==> src/rtl/switch_egress_arb.sv <==
// switch_egress_arb: round-robin drain of the switch output FIFOs onto one
// valid/ready egress bus, in bursts of up to MAX_BURST words per grant.
//
// Ports:
//   clk         - single clock, rising edge
//   rst_n       - synchronous reset, ACTIVE-HIGH despite the name (1 = reset)
//   arb_en      - arbitration enable; 0 blocks new grants and burst continuation
//   port_ready  - per-port FIFO non-empty flags
//   port_out    - per-port FIFO heads, valid the cycle after port_read[i]
//   port_read   - one-cycle pop strobe, one-hot or zero (registered)
//   eg_valid    - egress word valid (registered)
//   eg_data     - egress word (registered)
//   eg_port     - source port of eg_data (registered)
//   eg_ready    - downstream accept
//   busy        - a grant is in progress (registered)
module switch_egress_arb #(
    parameter int unsigned  NUM_OF_PORTS = 4,
    parameter int unsigned  WORD_WIDTH   = 8,
    parameter int unsigned  MAX_BURST    = 4,
    localparam int unsigned PW           = $clog2(NUM_OF_PORTS)
) (
    input  logic                                   clk,
    input  logic                                   rst_n,
    input  logic                                   arb_en,
    input  logic [NUM_OF_PORTS-1:0]                port_ready,
    input  logic [NUM_OF_PORTS-1:0][WORD_WIDTH-1:0] port_out,
    output logic [NUM_OF_PORTS-1:0]                port_read,
    output logic                                   eg_valid,
    output logic [WORD_WIDTH-1:0]                  eg_data,
    output logic [PW-1:0]                          eg_port,
    input  logic                                   eg_ready,
    output logic                                   busy
);

    localparam int unsigned CW = 8;

    typedef enum logic [1:0] {
        IDLE = 2'd0,
        READ = 2'd1,
        CAPT = 2'd2,
        SEND = 2'd3
    } state_t;

    state_t                  state_q, state_d;
    logic [PW-1:0]           ptr_q, ptr_d;
    logic [PW-1:0]           g_q, g_d;
    logic [CW-1:0]           cnt_q, cnt_d;
    logic [NUM_OF_PORTS-1:0] rd_q, rd_d;
    logic                    vld_q, vld_d;
    logic [WORD_WIDTH-1:0]   data_q, data_d;
    logic [PW-1:0]           port_q, port_d;
    logic                    busy_q, busy_d;

    logic [2*NUM_OF_PORTS-1:0] dbl_c;
    logic [NUM_OF_PORTS-1:0]   rot_c;
    logic [PW-1:0]             off_c;
    logic                      found_c;
    logic [PW-1:0]             pick_c;
    logic [PW-1:0]             g_inc_c;

    // Round-robin scan: rotate requests so bit 0 is ptr, take the lowest set bit.
    always_comb begin
        found_c = 1'b0;
        off_c   = '0;
        dbl_c   = {port_ready, port_ready} >> ptr_q;
        rot_c   = dbl_c[NUM_OF_PORTS-1:0];
        for (int i = NUM_OF_PORTS - 1; i >= 0; i--) begin
            if (rot_c[i]) begin
                found_c = 1'b1;
                off_c   = PW'(i);
            end
        end
        pick_c = PW'((32'(ptr_q) + 32'(off_c)) % NUM_OF_PORTS);
    end

    // Pointer value that skips past the current grant, wrapping at the last port.
    assign g_inc_c = (g_q == PW'(NUM_OF_PORTS - 1)) ? '0 : g_q + PW'(1);

    // Next-state and registered-output logic.
    always_comb begin
        state_d = state_q;
        ptr_d   = ptr_q;
        g_d     = g_q;
        cnt_d   = cnt_q;
        rd_d    = '0;
        vld_d   = vld_q;
        data_d  = data_q;
        port_d  = port_q;

        case (state_q)
            IDLE: begin
                if (arb_en && found_c) begin
                    g_d     = pick_c;
                    cnt_d   = '0;
                    rd_d    = NUM_OF_PORTS'(1) << pick_c;
                    state_d = READ;
                end
            end
            READ: begin
                cnt_d   = cnt_q + CW'(1);
                state_d = CAPT;
            end
            CAPT: begin
                data_d  = port_out[g_q];
                port_d  = g_q;
                vld_d   = 1'b1;
                state_d = SEND;
            end
            SEND: begin
                if (eg_ready) begin
                    vld_d = 1'b0;
                    if ((cnt_q < CW'(MAX_BURST)) && port_ready[g_q] && arb_en) begin
                        rd_d    = NUM_OF_PORTS'(1) << g_q;
                        state_d = READ;
                    end else begin
                        // Early exits (port drained, arb_en low) still rotate past g.
                        ptr_d   = g_inc_c;
                        state_d = IDLE;
                    end
                end
            end
            default: state_d = IDLE;
        endcase

        busy_d = (state_d != IDLE);
    end

    // State and output registers; rst_n is an active-high synchronous reset.
    always_ff @(posedge clk) begin
        if (rst_n) begin
            state_q <= IDLE;
            ptr_q   <= '0;
            g_q     <= '0;
            cnt_q   <= '0;
            rd_q    <= '0;
            vld_q   <= 1'b0;
            data_q  <= '0;
            port_q  <= '0;
            busy_q  <= 1'b0;
        end else begin
            state_q <= state_d;
            ptr_q   <= ptr_d;
            g_q     <= g_d;
            cnt_q   <= cnt_d;
            rd_q    <= rd_d;
            vld_q   <= vld_d;
            data_q  <= data_d;
            port_q  <= port_d;
            busy_q  <= busy_d;
        end
    end

    assign port_read = rd_q;
    assign eg_valid  = vld_q;
    assign eg_data   = data_q;
    assign eg_port   = port_q;
    assign busy      = busy_q;

endmodule

==> config.mk <==
export PLATFORM = sky130hd
export DESIGN_NAME = switch_egress_arb
export DESIGN_NICKNAME = d
export VERILOG_FILES = /design/src/rtl/switch_egress_arb.sv
export SDC_FILE = /design/constraint.sdc
export NUM_CORES = 1
export LEC_CHECK = 0
export BUFFER_PORTS_ARGS = -buffer_cell sky130_fd_sc_hd__clkbuf_2
export CORE_MARGIN = 2
export CORE_UTILIZATION = 50
export CTS_CLUSTER_SIZE = 40
export DETAILED_ROUTE_END_ITERATION = 8
export GPL_TIMING_DRIVEN = 0
export HOLD_SLACK_MARGIN = 0.1
export PLACE_DENSITY = 0.78
export SETUP_SLACK_MARGIN = 0.5
export SLEW_MARGIN = 20
export SYNTH_ARGS = -nofsm -noshare
export SYNTH_HDL_FRONTEND = slang
export SYNTH_SLANG_ARGS = --single-unit
==> constraint.sdc <==
create_clock -name clk -period 3.74 [get_ports clk]
set_clock_uncertainty 0.1 [all_clocks]
set_input_delay 0 -clock clk [delete_from_list [all_inputs] [get_ports clk]]
set_output_delay 0 -clock clk [all_outputs]
set_load 0.02 [all_outputs]
After elaboration in Yosys (flattened, before gate mapping)
Index checks and enable logic that the tools add are counted.
Widths: inputs -> output; s select.
{ "totals": {"reg_bits": 30, "in_bits": 40} }
{ "op_classes": {"addsub": 3, "n_lt_le_gt_ge": 2, "eq_ne": 6, "n_shift": 3, "mux": 25, "bitwise": 1, "n_reduce_logical": 11} }
{ "ops": {"columns": ["op", "n"], "rows": [
  ["$bmux 8 s2", 1],
  ["$mux 8", 2],
  ["$pmux 8 s2", 1],
  ["$mux 2", 7],
  ["$mux 4", 3],
  ["$add 8x1->8 const B", 1],
  ["$lt 8x3->1 const B", 1],
  ["$pmux 2 s4", 1],
  ["$pmux 4 s2", 1],
  ["$shl 1x2->4 const A", 2],
  ["$shr 8x2->4", 1],
  ["$mux 1", 7],
  ["$eq 2x2->1 const B", 3],
  ["$reduce_and 2->1", 3],
  ["$reduce_bool 2->1", 3],
  ["$ne 2x2->1 const B", 2],
  ["$logic_and 1x1->1", 3],
  ["$lt 2x3->1 const B", 1],
  ["$reduce_and 3->1", 1],
  ["$add 2x1->2 const B", 1],
  ["$add 2x2->2", 1],
  ["$bmux 1 s2", 1],
  ["$eq 2x1->1 const B", 1],
  ["$logic_not 2->1", 1],
  ["other kinds (2)", 2]
]} }

Depth between registers and ports, before layout
{ "depth": {"depth_word": 9, "ltp_mapped": 11, "mapped_depth_nobuf": 10} }

Worst setup path before layout
OpenSTA, ideal clock, no wires.
{ "synth_path": {"kind": "register -> register", "startpoint": "reg ptr_q[0]", "endpoint": "reg rd_q[1], in the netlist port_read[1]", "arrival_ps": 2284, "slack_ps": 1294, "path_stages_with_launch": 12, "path_buffers": 1, "period_less_slack_ps": 2446, "path_cell_list": "dfxtp_1 -> buf_2 -> nor2b_1 -> a221oi_1 -> a31oi_1 -> a211o_1 -> ha_1 -> inv_1 -> or4_1 -> nor2_1 -> nand3_1 -> nand3_1"} }
{ "synth_between": {"elab_chain_len": 9} }
{ "synth_rtl": {"columns": ["element", "line_no", "text"], "rows": [
  ["start, declared", "45", "logic [PW-1:0] ptr_q, ptr_d;"],
  ["start signal, assigned", "142", "ptr_q <= ptr_d;"],
  ["$shr 8x2->4", "65", "dbl_c = {port_ready, port_ready} >> ptr_q;"],
  ["$mux 2 (4 in a row)", "68", "if (rot_c[i]) begin"],
  ["$add 2x2->2 *", "73", "pick_c = PW'((32'(ptr_q) + 32'(off_c)) % NUM_OF_PORTS);"],
  ["net pick_c[0]", "58", "logic [PW-1:0] pick_c;"],
  ["$shl 1x2->4 *", "95", "rd_d = NUM_OF_PORTS'(1) << pick_c;"],
  ["$mux 4 *", "92", "if (arb_en && found_c) begin"],
  ["$pmux 4 s2 *", "90", "case (state_q)"],
  ["end signal, assigned", "145", "rd_q <= rd_d;"],
  ["end, declared", "48", "logic [NUM_OF_PORTS-1:0] rd_q, rd_d;"]
]} }
The timed path passes the listed nets; every way through them passes the cells marked *.
A chain may end at the register's enable or synchronous reset.

Worst setup path after layout
Ends and elaborated chain as after synthesis.

==> results.sh <==
export IMPL_portBuffers=53
export IMPL_rows=21
export IMPL_whs_ns=0.149
export IMPL_cp_arrival_ns=2.91
export IMPL_drv_cap=0
export IMPL_seq_power_share_pct=47.2
export IMPL_viasPerCell=5.41
export IMPL_setup_slack_ns=1.00
export IMPL_path_clk_slew_ns=0.09
export IMPL_path_class="register to register"
export IMPL_power_uw=716
export IMPL_cts_setup_buffers=0
export IMPL_switchingPower_uw=205
export IMPL_start_kind="register"
export IMPL_io_pins=56
export IMPL_clk_latency_ns=0.34
export IMPL_power_leakage_nw=1.01
export IMPL_placed_cell_area_sq_mm=0.00215
export IMPL_seq_area_frac_synth_pct=32.9
export IMPL_drcViolationCount=0
export IMPL_p_per_area_mw_per_mm2=298
export IMPL_drt_iter0_drc=116
export IMPL_syn_inst=197
export IMPL_synth_seq_cells=30
export IMPL_clock_path_buffers=2
export IMPL_cp_required_ns=3.91
export IMPL_die_y_um=64.5
export IMPL_postLayoutCellArea_sq_mm=0.00240
export IMPL_drive_gt1_share_pct=30.0
export IMPL_cp_end_kind="register"
export IMPL_insertedDiodeCount=0
export IMPL_core_sq_mm=0.00342
export IMPL_wire_per_inst_um=14.5
export IMPL_use_met3_pct=6.60
export IMPL_grt_antenna_before_repair=0
export IMPL_grt_pass1_vias=1666
export IMPL_vias=1748
export IMPL_yosysWarnings=0
export IMPL_grt_max_degree=11
export IMPL_met1_usage_pct=29.5
export IMPL_hold_violations=0
export IMPL_hp_class="primary input to register"
export IMPL_grt_use_met2_pct=41.1
export IMPL_firstDrtPassIters=4
export IMPL_critPathMaxFanout=10
export IMPL_clock_fmax_mhz=365
export IMPL_min_period_ns=2.74
export IMPL_post_dp_hpwl_mm=3.22
export IMPL_place_congestion=0.793
export IMPL_vdd_drop_max_v=0.000215
export IMPL_ys_flop_type="dfxtp_1"
export IMPL_drv_slew=0
export IMPL_finalSetupViolations=0
export IMPL_grt_ovfl_total=0
export IMPL_swShare_pct=28.6
export IMPL_die_area_sq_mm=0.00416
export IMPL_dp_cells=296
export IMPL_initial_core_util_pct=53.5
export IMPL_synth_largest_area_cell="dfxtp_1"
export IMPL_numCtsBuffers=5
export IMPL_pwr_share_comb_pct=24.5
export IMPL_yosys_top_cells_count="nor2_1, dfxtp_1, mux2i_1, nand2_1, nand3_1"
export IMPL_grt_pass1_wl_mm=7.68
export IMPL_synth_edf_count=0
export IMPL_yosysTopAreaCellShare_pct=32.9
export IMPL_final_setup_tns_ns=0
export IMPL_ys_types=46
export IMPL_p_int_uw=511
export IMPL_nets=326
export IMPL_synth_most_common_cell="nor2_1"
export IMPL_postRouteAntennaNets=0
export IMPL_tritoncts="done"
export IMPL_synth_area_top_cells="dfxtp_1, mux4_2, nor2_1"
export IMPL_grt_busiest_layer="met2"
export IMPL_tightest_slew_ns=0.709
export IMPL_fin_crit_sh_pct=73.2
export IMPL_cts_max_level=2
export IMPL_grt_use_total_pct=24.3
export IMPL_final_cells=323
export IMPL_cts_sinks=30
export IMPL_layout_area_overhead_vs_synth_pct=31.3
export IMPL_dp_slack_ns=1.09
export IMPL_final_core_util_pct=70.3
export IMPL_syn_area_per_cell_sq_um=9.28
export IMPL_synth_async_sr_flop_share_pct=0
export IMPL_root_buffer="clkbuf_4"
export IMPL_clkPwrFrac_pct=28.3
export IMPL_syn_num_nets=247
export IMPL_die_w_um=64.5
export IMPL_status="finished, final reports clean"
export IMPL_wl_mm=4.67
export IMPL_relSlewSlack_pct=52.7
export IMPL_rsz0062_at_grt="no"
export IMPL_synth_area_sq_mm=0.00183
[cell type report]
class | count | area [sq um]
plain buffers | 9 | 42.5
repair buffers | 72 | 455
clock inverters | 1 | 5.00
flip-flops and latches | 30 | 601
clock buffers | 7 | 55.1
fillers | 273 | 1010
inverters | 6 | 22.5
multi-input cells | 152 | 1160
well taps | 46 | 57.6
[flip-flops by register name, indices dropped and copies added, names as in the netlist, 2 cells and up]
| register | flops |
|---|---|
| ptr_q | 2 |
| port_read | 4 |
| cnt_q | 8 |
| state_q | 2 |
| eg_port | 2 |
| g_q | 2 |
| eg_data | 8 |
[worst max-delay path: stages (launching register included)]
cell and delay (ns):
dfxtp_1 0.35, buf_2 0.20, nor2_1 0.07, a221oi_1 0.29, a31oi_1 0.07, a211o_1 0.29
ha_1 0.36, inv_1 0.05, or4_1 0.56, nor2_1 0.15, nand3_1 0.09, nand3_1 0.10
[final timing paths]
path,end,start,depth (start not counted),slack (ns)
worst max-delay path,port_read[1],ptr_q[0],11,1.00
worst min-delay path,port_read[1],port_ready[2],5,0.15
worst max register to register,port_read[1],ptr_q[0],11,1.00
worst min register to register,eg_valid,eg_valid,2,0.40
[power by group through the flow]
stage                     combinational, mW  sequential (mW)  clock (mW)
final                                 0.176            0.338       0.202
after global placement                0.144            0.345           0
after global routing                  0.193            0.340       0.220
after floorplan                      0.0947            0.350           0
after CTS                             0.173            0.338       0.206
after detailed placement              0.147            0.345           0
[metal layers]
| metal | part of all wire (%) | vias up | wire length (um) |
|---|---|---|---|
| li1 | - | 871 | - |
| met1 | 43 | 824 | 2000 |
| met2 | 50 | 41 | 2360 |
| met3 | 3.8 | 12 | 179 |
| met4 | 2.8 | 0 | 133 |
| met5 | 0 | - | 0 |
[cells by family after synthesis]
family	count (synthesis)	share of synthesized area, %
compound gates	25	11.3
buf+inv	15	3.56
simple gates	87	23.3
mux	22	18.3
xor+xnor	8	3.83
flops	30	32.9
fa+ha+maj	10	6.84
[timing repair]
action,in CTS,in global routing
hold endpoints to repair,21,0
gates resized for setup,0,0
hold buffers,19,0
[placed cells by master (no fill, tap or decap), types with 2 or more instances in the layout]
master         instances
nand3_1               12
ha_1                  10
or2_2                  2
mux4_2                 9
clkbuf_2              53
a21oi_1                3
dlygate4sd3_1         19
nor2b_1                6
nor4_1                 3
buf_2                  4
inv_1                  6
clkbuf_4               5
or2_1                  2
and3_1                 2
xor2_1                 7
nor2_1                35
o21ai_0                7
buf_1                  2
nand2_1               12
mux2i_1               12
dfxtp_1               30
clkbuf_1               3
nor3_1                 2
nand4_1                4
(Power assumes the default switching activity.)
